[src/rtl/axi4_b_drop_sender.sv]
// Write-response side of the RAB slave port: forwards downstream B beats upstream and
// locally terminates dropped write bursts with an SLVERR response carrying the dropped ID/USER.
module axi4_b_drop_sender #(
  parameter int AXI_ID_WIDTH   = 4,
  parameter int AXI_USER_WIDTH = 4
) (
  input  logic                      axi4_aclk,
  input  logic                      axi4_arstn,
  input  logic                      drop_valid,
  output logic                      drop_ready,
  input  logic [AXI_ID_WIDTH-1:0]   drop_id,
  input  logic [AXI_USER_WIDTH-1:0] drop_user,
  input  logic                      s_axi4_wvalid,
  input  logic                      s_axi4_wlast,
  output logic                      s_axi4_wready,
  output logic                      w_sinking,
  input  logic [AXI_ID_WIDTH-1:0]   m_axi4_bid,
  input  logic [1:0]                m_axi4_bresp,
  input  logic [AXI_USER_WIDTH-1:0] m_axi4_buser,
  input  logic                      m_axi4_bvalid,
  output logic                      m_axi4_bready,
  output logic [AXI_ID_WIDTH-1:0]   s_axi4_bid,
  output logic [1:0]                s_axi4_bresp,
  output logic [AXI_USER_WIDTH-1:0] s_axi4_buser,
  output logic                      s_axi4_bvalid,
  input  logic                      s_axi4_bready
);

  typedef enum logic [1:0] {IDLE, SINK_W, RESP} state_e;

  state_e                    state_q, state_d;
  logic [AXI_ID_WIDTH-1:0]   id_q, id_d;
  logic [AXI_USER_WIDTH-1:0] user_q, user_d;
  logic                      lock_q, lock_d;
  logic                      sel_q, sel_d;
  logic                      last_local_q, last_local_d;
  logic                      drop_ready_q, drop_ready_d;
  logic                      sink_q, sink_d;

  logic local_valid;
  logic grant_local;
  logic b_hs;

  // A presented-but-unaccepted beat keeps its source; otherwise round-robin on a tie.
  always_comb begin
    local_valid = (state_q == RESP);
    if (lock_q) begin
      grant_local = sel_q;
    end else if (local_valid && m_axi4_bvalid) begin
      grant_local = !last_local_q;
    end else begin
      grant_local = local_valid;
    end
  end

  always_comb begin
    s_axi4_bvalid = 1'b0;
    s_axi4_bid    = '0;
    s_axi4_bresp  = 2'b00;
    s_axi4_buser  = '0;
    m_axi4_bready = 1'b0;
    if (grant_local) begin
      if (local_valid) begin
        s_axi4_bvalid = 1'b1;
        s_axi4_bid    = id_q;
        s_axi4_bresp  = 2'b10;
        s_axi4_buser  = user_q;
      end
    end else if (m_axi4_bvalid) begin
      s_axi4_bvalid = 1'b1;
      s_axi4_bid    = m_axi4_bid;
      s_axi4_bresp  = m_axi4_bresp;
      s_axi4_buser  = m_axi4_buser;
      m_axi4_bready = s_axi4_bready;
    end
  end

  assign b_hs = s_axi4_bvalid && s_axi4_bready;

  always_comb begin
    state_d = state_q;
    id_d    = id_q;
    user_d  = user_q;
    case (state_q)
      IDLE: begin
        if (drop_valid) begin
          state_d = SINK_W;
          id_d    = drop_id;
          user_d  = drop_user;
        end
      end
      SINK_W: begin
        if (s_axi4_wvalid && s_axi4_wlast) begin
          state_d = RESP;
        end
      end
      RESP: begin
        if (b_hs && grant_local) begin
          state_d = IDLE;
        end
      end
      default: state_d = IDLE;
    endcase
    lock_d       = s_axi4_bvalid && !s_axi4_bready;
    sel_d        = grant_local;
    last_local_d = b_hs ? grant_local : last_local_q;
    // Handshake-side outputs are registered from the next state.
    drop_ready_d = (state_d == IDLE);
    sink_d       = (state_d == SINK_W);
  end

  always_ff @(posedge axi4_aclk or negedge axi4_arstn) begin
    if (!axi4_arstn) begin
      state_q      <= IDLE;
      id_q         <= '0;
      user_q       <= '0;
      lock_q       <= 1'b0;
      sel_q        <= 1'b0;
      last_local_q <= 1'b0;
      drop_ready_q <= 1'b1;
      sink_q       <= 1'b0;
    end else begin
      state_q      <= state_d;
      id_q         <= id_d;
      user_q       <= user_d;
      lock_q       <= lock_d;
      sel_q        <= sel_d;
      last_local_q <= last_local_d;
      drop_ready_q <= drop_ready_d;
      sink_q       <= sink_d;
    end
  end

  assign drop_ready    = drop_ready_q;
  assign w_sinking     = sink_q;
  assign s_axi4_wready = sink_q;

endmodule

[config.mk]
export PLATFORM = sky130hd
export DESIGN_NAME = axi4_b_drop_sender
export DESIGN_NICKNAME = d
export VERILOG_FILES = /design/src/rtl/axi4_b_drop_sender.sv
export SDC_FILE = /design/constraint.sdc
export NUM_CORES = 1
export LEC_CHECK = 0
export CAP_MARGIN = 20
export CORE_MARGIN = 3
export CORE_UTILIZATION = 45
export CTS_BUF_LIST = sky130_fd_sc_hd__clkbuf_8
export DETAILED_ROUTE_END_ITERATION = 12
export DONT_BUFFER_PORTS = 1
export PLACE_DENSITY = 0.56
export SLEW_MARGIN = 30
export SYNTH_ARGS = -nofsm -noshare
export SYNTH_HDL_FRONTEND = slang
export SYNTH_SLANG_ARGS = --single-unit
[constraint.sdc]
create_clock -name axi4_aclk -period 1.6 [get_ports axi4_aclk]
set_input_delay 0.32 -clock axi4_aclk [delete_from_list [all_inputs] [get_ports axi4_aclk]]
set_output_delay 0.32 -clock axi4_aclk [all_outputs]
set_load 0.005 [all_outputs]
==> impl_metrics.csv, run 1 <==
group,metric,value,unit
detailed_routing,dr.pass1.iters,4,
layout,nFillCells,129,
sta,fmax,582.2,MHz
yosys,yosysSeqAreaShare,50.08,%
yosys,syn_area_per_cell,12.97,um^2
sta,final_max_slew_viol_count,0,
floorplanning,pin_count,40,
floorplanning,die_height,46.88,um
clock_network,cts_tree,"done",
detailed_routing,drt-total-wl,1709,um
grt,track_usage,14.14,%
status,status,"finished, violations left",
critical_path,critical_path.startpoint_type,"flip-flop",
clock_network,cts.sink_count,15,
detailed_routing,wl_met2,908,um
yosys,yosysWarnings,0,
detailed_routing,avgViaCountPerCell,6.298,
floorplanning,die_area,2198,um^2
critical_path,critical_path_arrival,1.40,ns
yosys,synth_area_leaders,"dfrtp_1 47%, mux2_2 12%, a22o_1 10%",
critical_path,crit_path_top_delay_cell,"dfrtp_2",
detailed_routing,met1_length,701,um
floorplanning,start_util,48.78,%
critical_path,path_class,"reg -> out",
power,p_leak,0.0004068,uW
grt,grt_pass1_wl,2166,um
layout,diodes,0,
yosys,synth_top_area_share,46.59,%
floorplanning,core-area,1541,um^2
clock_network,htreeDepth,1,
yosys,synthArstFlopShare,100.0,%
sta,hold_viol,0,
yosys,synth-xor-area-share,0,%
detailed_routing,antenna_left,0,
yosys,yosys.area.top_type,"dfrtp_1",
sta,timing.final.crit_share,107.4,%
yosys,synth-edff-count,0,
placed_design,io_buffers,0,
yosys,synthFlopType,"dfrtp_1",
clock_network,cts_buffer_depth,2,
sta,setup_viol,12,
grt,globalRouteOverflowTotal,0,
clock_network,cts-root-buf,"clkbuf_8",
clock_network,clkTransAtPathRegs,0.06,ns
sta,layout_min_cycle_time,1.718,ns
grt,grt_max_degree,16,
yosys,yosys.area_share.simple,15.31,%
flow_run,cap_viol_max_count,0,
detailed_routing,drc,0,
critical_path,cp_cell_sequence,"nand3b_1, and3b_2, or2_4",
sta,tightest_slew,0.6907,ns
yosys,synthMuxAreaShare,11.98,%
critical_path,crit_fanout,6,
critical_path,max_stage_delay,0.44,ns
detailed_routing,drt_iter0_drc,3,
detailed_routing,met3WireLength,99,um
min_path,hold_path.class,"in -> reg",
yosys,yosysUniqueCellTypes,22,
yosys,syn-num-nets,83,
yosys,synth_top_family_by_area,"compound AO/OA/AOI/OAI gates",
sta,rsz0062_at_grt,"true",
detailed_routing,top_layer_used,"met3",
placed_design,hpwlAfterDp,1229,um
detailed_routing,dr_total_vias,529,
critical_path,required,1.28,ns
floorplanning,rows,14,
layout,syn_to_final_growth,16.31,%
yosys,synth-compound-area-share,18.64,%
sta,maxSlewHeadroom,53.80,%
grt,antenna_found_initial,0,
critical_path,path_buf_inv,0,
sta,fin_worst_skew,0.002948,ns
sta,setup_ws,-0.1177,ns
clock_network,cts_buffers,3,
layout,drive_gt1_share,39.71,%
placed_design,place_congestion,0.7198,
yosys,synth_fa_ha_area_share,0,%
sta,tns,-1.294,ns
power,power_density,1531,nW/um^2
grt,grt_pass1_vias,522,
yosys,synth-seq-cells,15,
sta,whs,0.2209,ns
detailed_routing,routedWlPerCell,20.35,um
yosys,synth_cells,58,
power,vdd.ir_drop.worst,700.5,uV
layout,fin_nets,94,
status,violations,"setup timing",
critical_path,cp_top_family,"simple AND/OR/NAND/NOR gates",
critical_path,crit_path_end_kind,"output port",
floorplanning,dieWidth,46.88,um
clock_network,clock_latency,0.24,ns
yosys,syn_area,752.0,um^2
## flip-flops by register name (all words and copies together), names as in the netlist
name	flops
state_q	2
s_axi4_wready	1
sel_q	1
last_local_q	1
user_q	4
lock_q	1
id_q	4
drop_ready	1
## metrics by stage
step	utilization, %	area [um^2]	std cells	total power, uW	setup slack, ns
floorplan	-	752.0	58	931.2	0.08620
global placement	49.11	757.0	73	971.3	0.07772
detailed placement	49.11	757.0	73	1002	-0.01041
CTS	55.19	850.8	82	1332	-0.1356
global route	56.74	874.6	84	1412	-0.1625
finish	56.74	874.6	84	1339	-0.1177
## placed cells by master, fill, tap and decap left out, types with 2 or more instances in the layout
| cell | count |
|---|---|
| a22o_1 | 9 |
| and2_1 | 4 |
| and3b_2 | 2 |
| buf_4 | 5 |
| clkbuf_8 | 3 |
| dfrtp_1 | 13 |
| mux2_2 | 8 |
| nand3_1 | 2 |
| nor2_1 | 3 |
## layer usage
layer  vias to the layer above  global-route usage [%]
met5                         -                       0
met3                         0                   4.215
li1                        240                       -
met4                         0                   5.525
met2                        18                   24.39
met1                       271                   16.35
## worst reg2reg max path: cells and delay by family (launching register included)
kind | cells | cell delay [ns]
buf+inv | 1 | 0.16
flops | 1 | 0.41
simple gates | 1 | 0.41
mux | 1 | 0.39
## report_power, final
group	leakage, uW	internal [uW]	total [uW]	switching (uW)
Clock	0.0000269	169	296	127
Sequential	0.000179	541	646	106
Combinational	0.000201	234	396	162
Total	0.000407	944	1340	395
## cells in the mapped netlist (2+ instances only)
master    n
buf_6     2
nand2_1   2
and2_1    4
nor2_1    3
a22o_1    9
mux2_2    8
dfrtp_1  14
nand3_1   2
## worst paths after layout
check	start	end	slack, ns	cells past startpoint
worst max-delay path	lock_q	s_axi4_bvalid	-0.12	3
worst min-delay path	s_axi4_bready	last_local_q	0.22	1
worst max register to register	state_q[1]	id_q[0]	0.11	3
worst min register to register	user_q[0]	user_q[0]	0.51	1
max in group asynchronous	axi4_arstn	lock_q	0.56	1
min in group asynchronous	axi4_arstn	user_q[1]	0.56	1
## cells by family (layout without fill, tap and decap cells)
family	count (synthesis)	after routing
AOI/OAI and AO/OA	15	16
buffers and inverters	3	11
and+or+nand+nor	17	18
DFF	15	15
muxes	8	8
## cell type report
class                   instances  area [um^2]  share of cell area, %
multi-input cells              42        372.9                  42.63
clock buffers                   3        41.29                  4.721
repair buffers                  7        58.81                  6.724
clock inverters                 1        3.754                 0.4292
flip-flops and latches         15        377.9                  43.20
well taps                      16        20.02                  2.289
## what timing repair did
action	in CTS	in global routing
gates cloned	1	1
gates resized for setup	4	2
hold buffers	1	0
setup endpoints to repair	12	12
hold endpoints to repair	15	0
buffers inserted	3	1
pin swaps	10	3
Note: power is estimated with default switching activity, not from simulation.
==> run 2: changes to the inputs <==
--- a/config.mk
+++ b/config.mk
@@ -5,6 +5,7 @@
 export SDC_FILE = /design/constraint.sdc
 export NUM_CORES = 1
 export LEC_CHECK = 0
+export ABC_AREA = 0
 export CAP_MARGIN = 20
 export CORE_MARGIN = 3
 export CORE_UTILIZATION = 45
==> results of run 2 <==
Same layout as run 1: the final DEF is identical, and so are final timing and power.
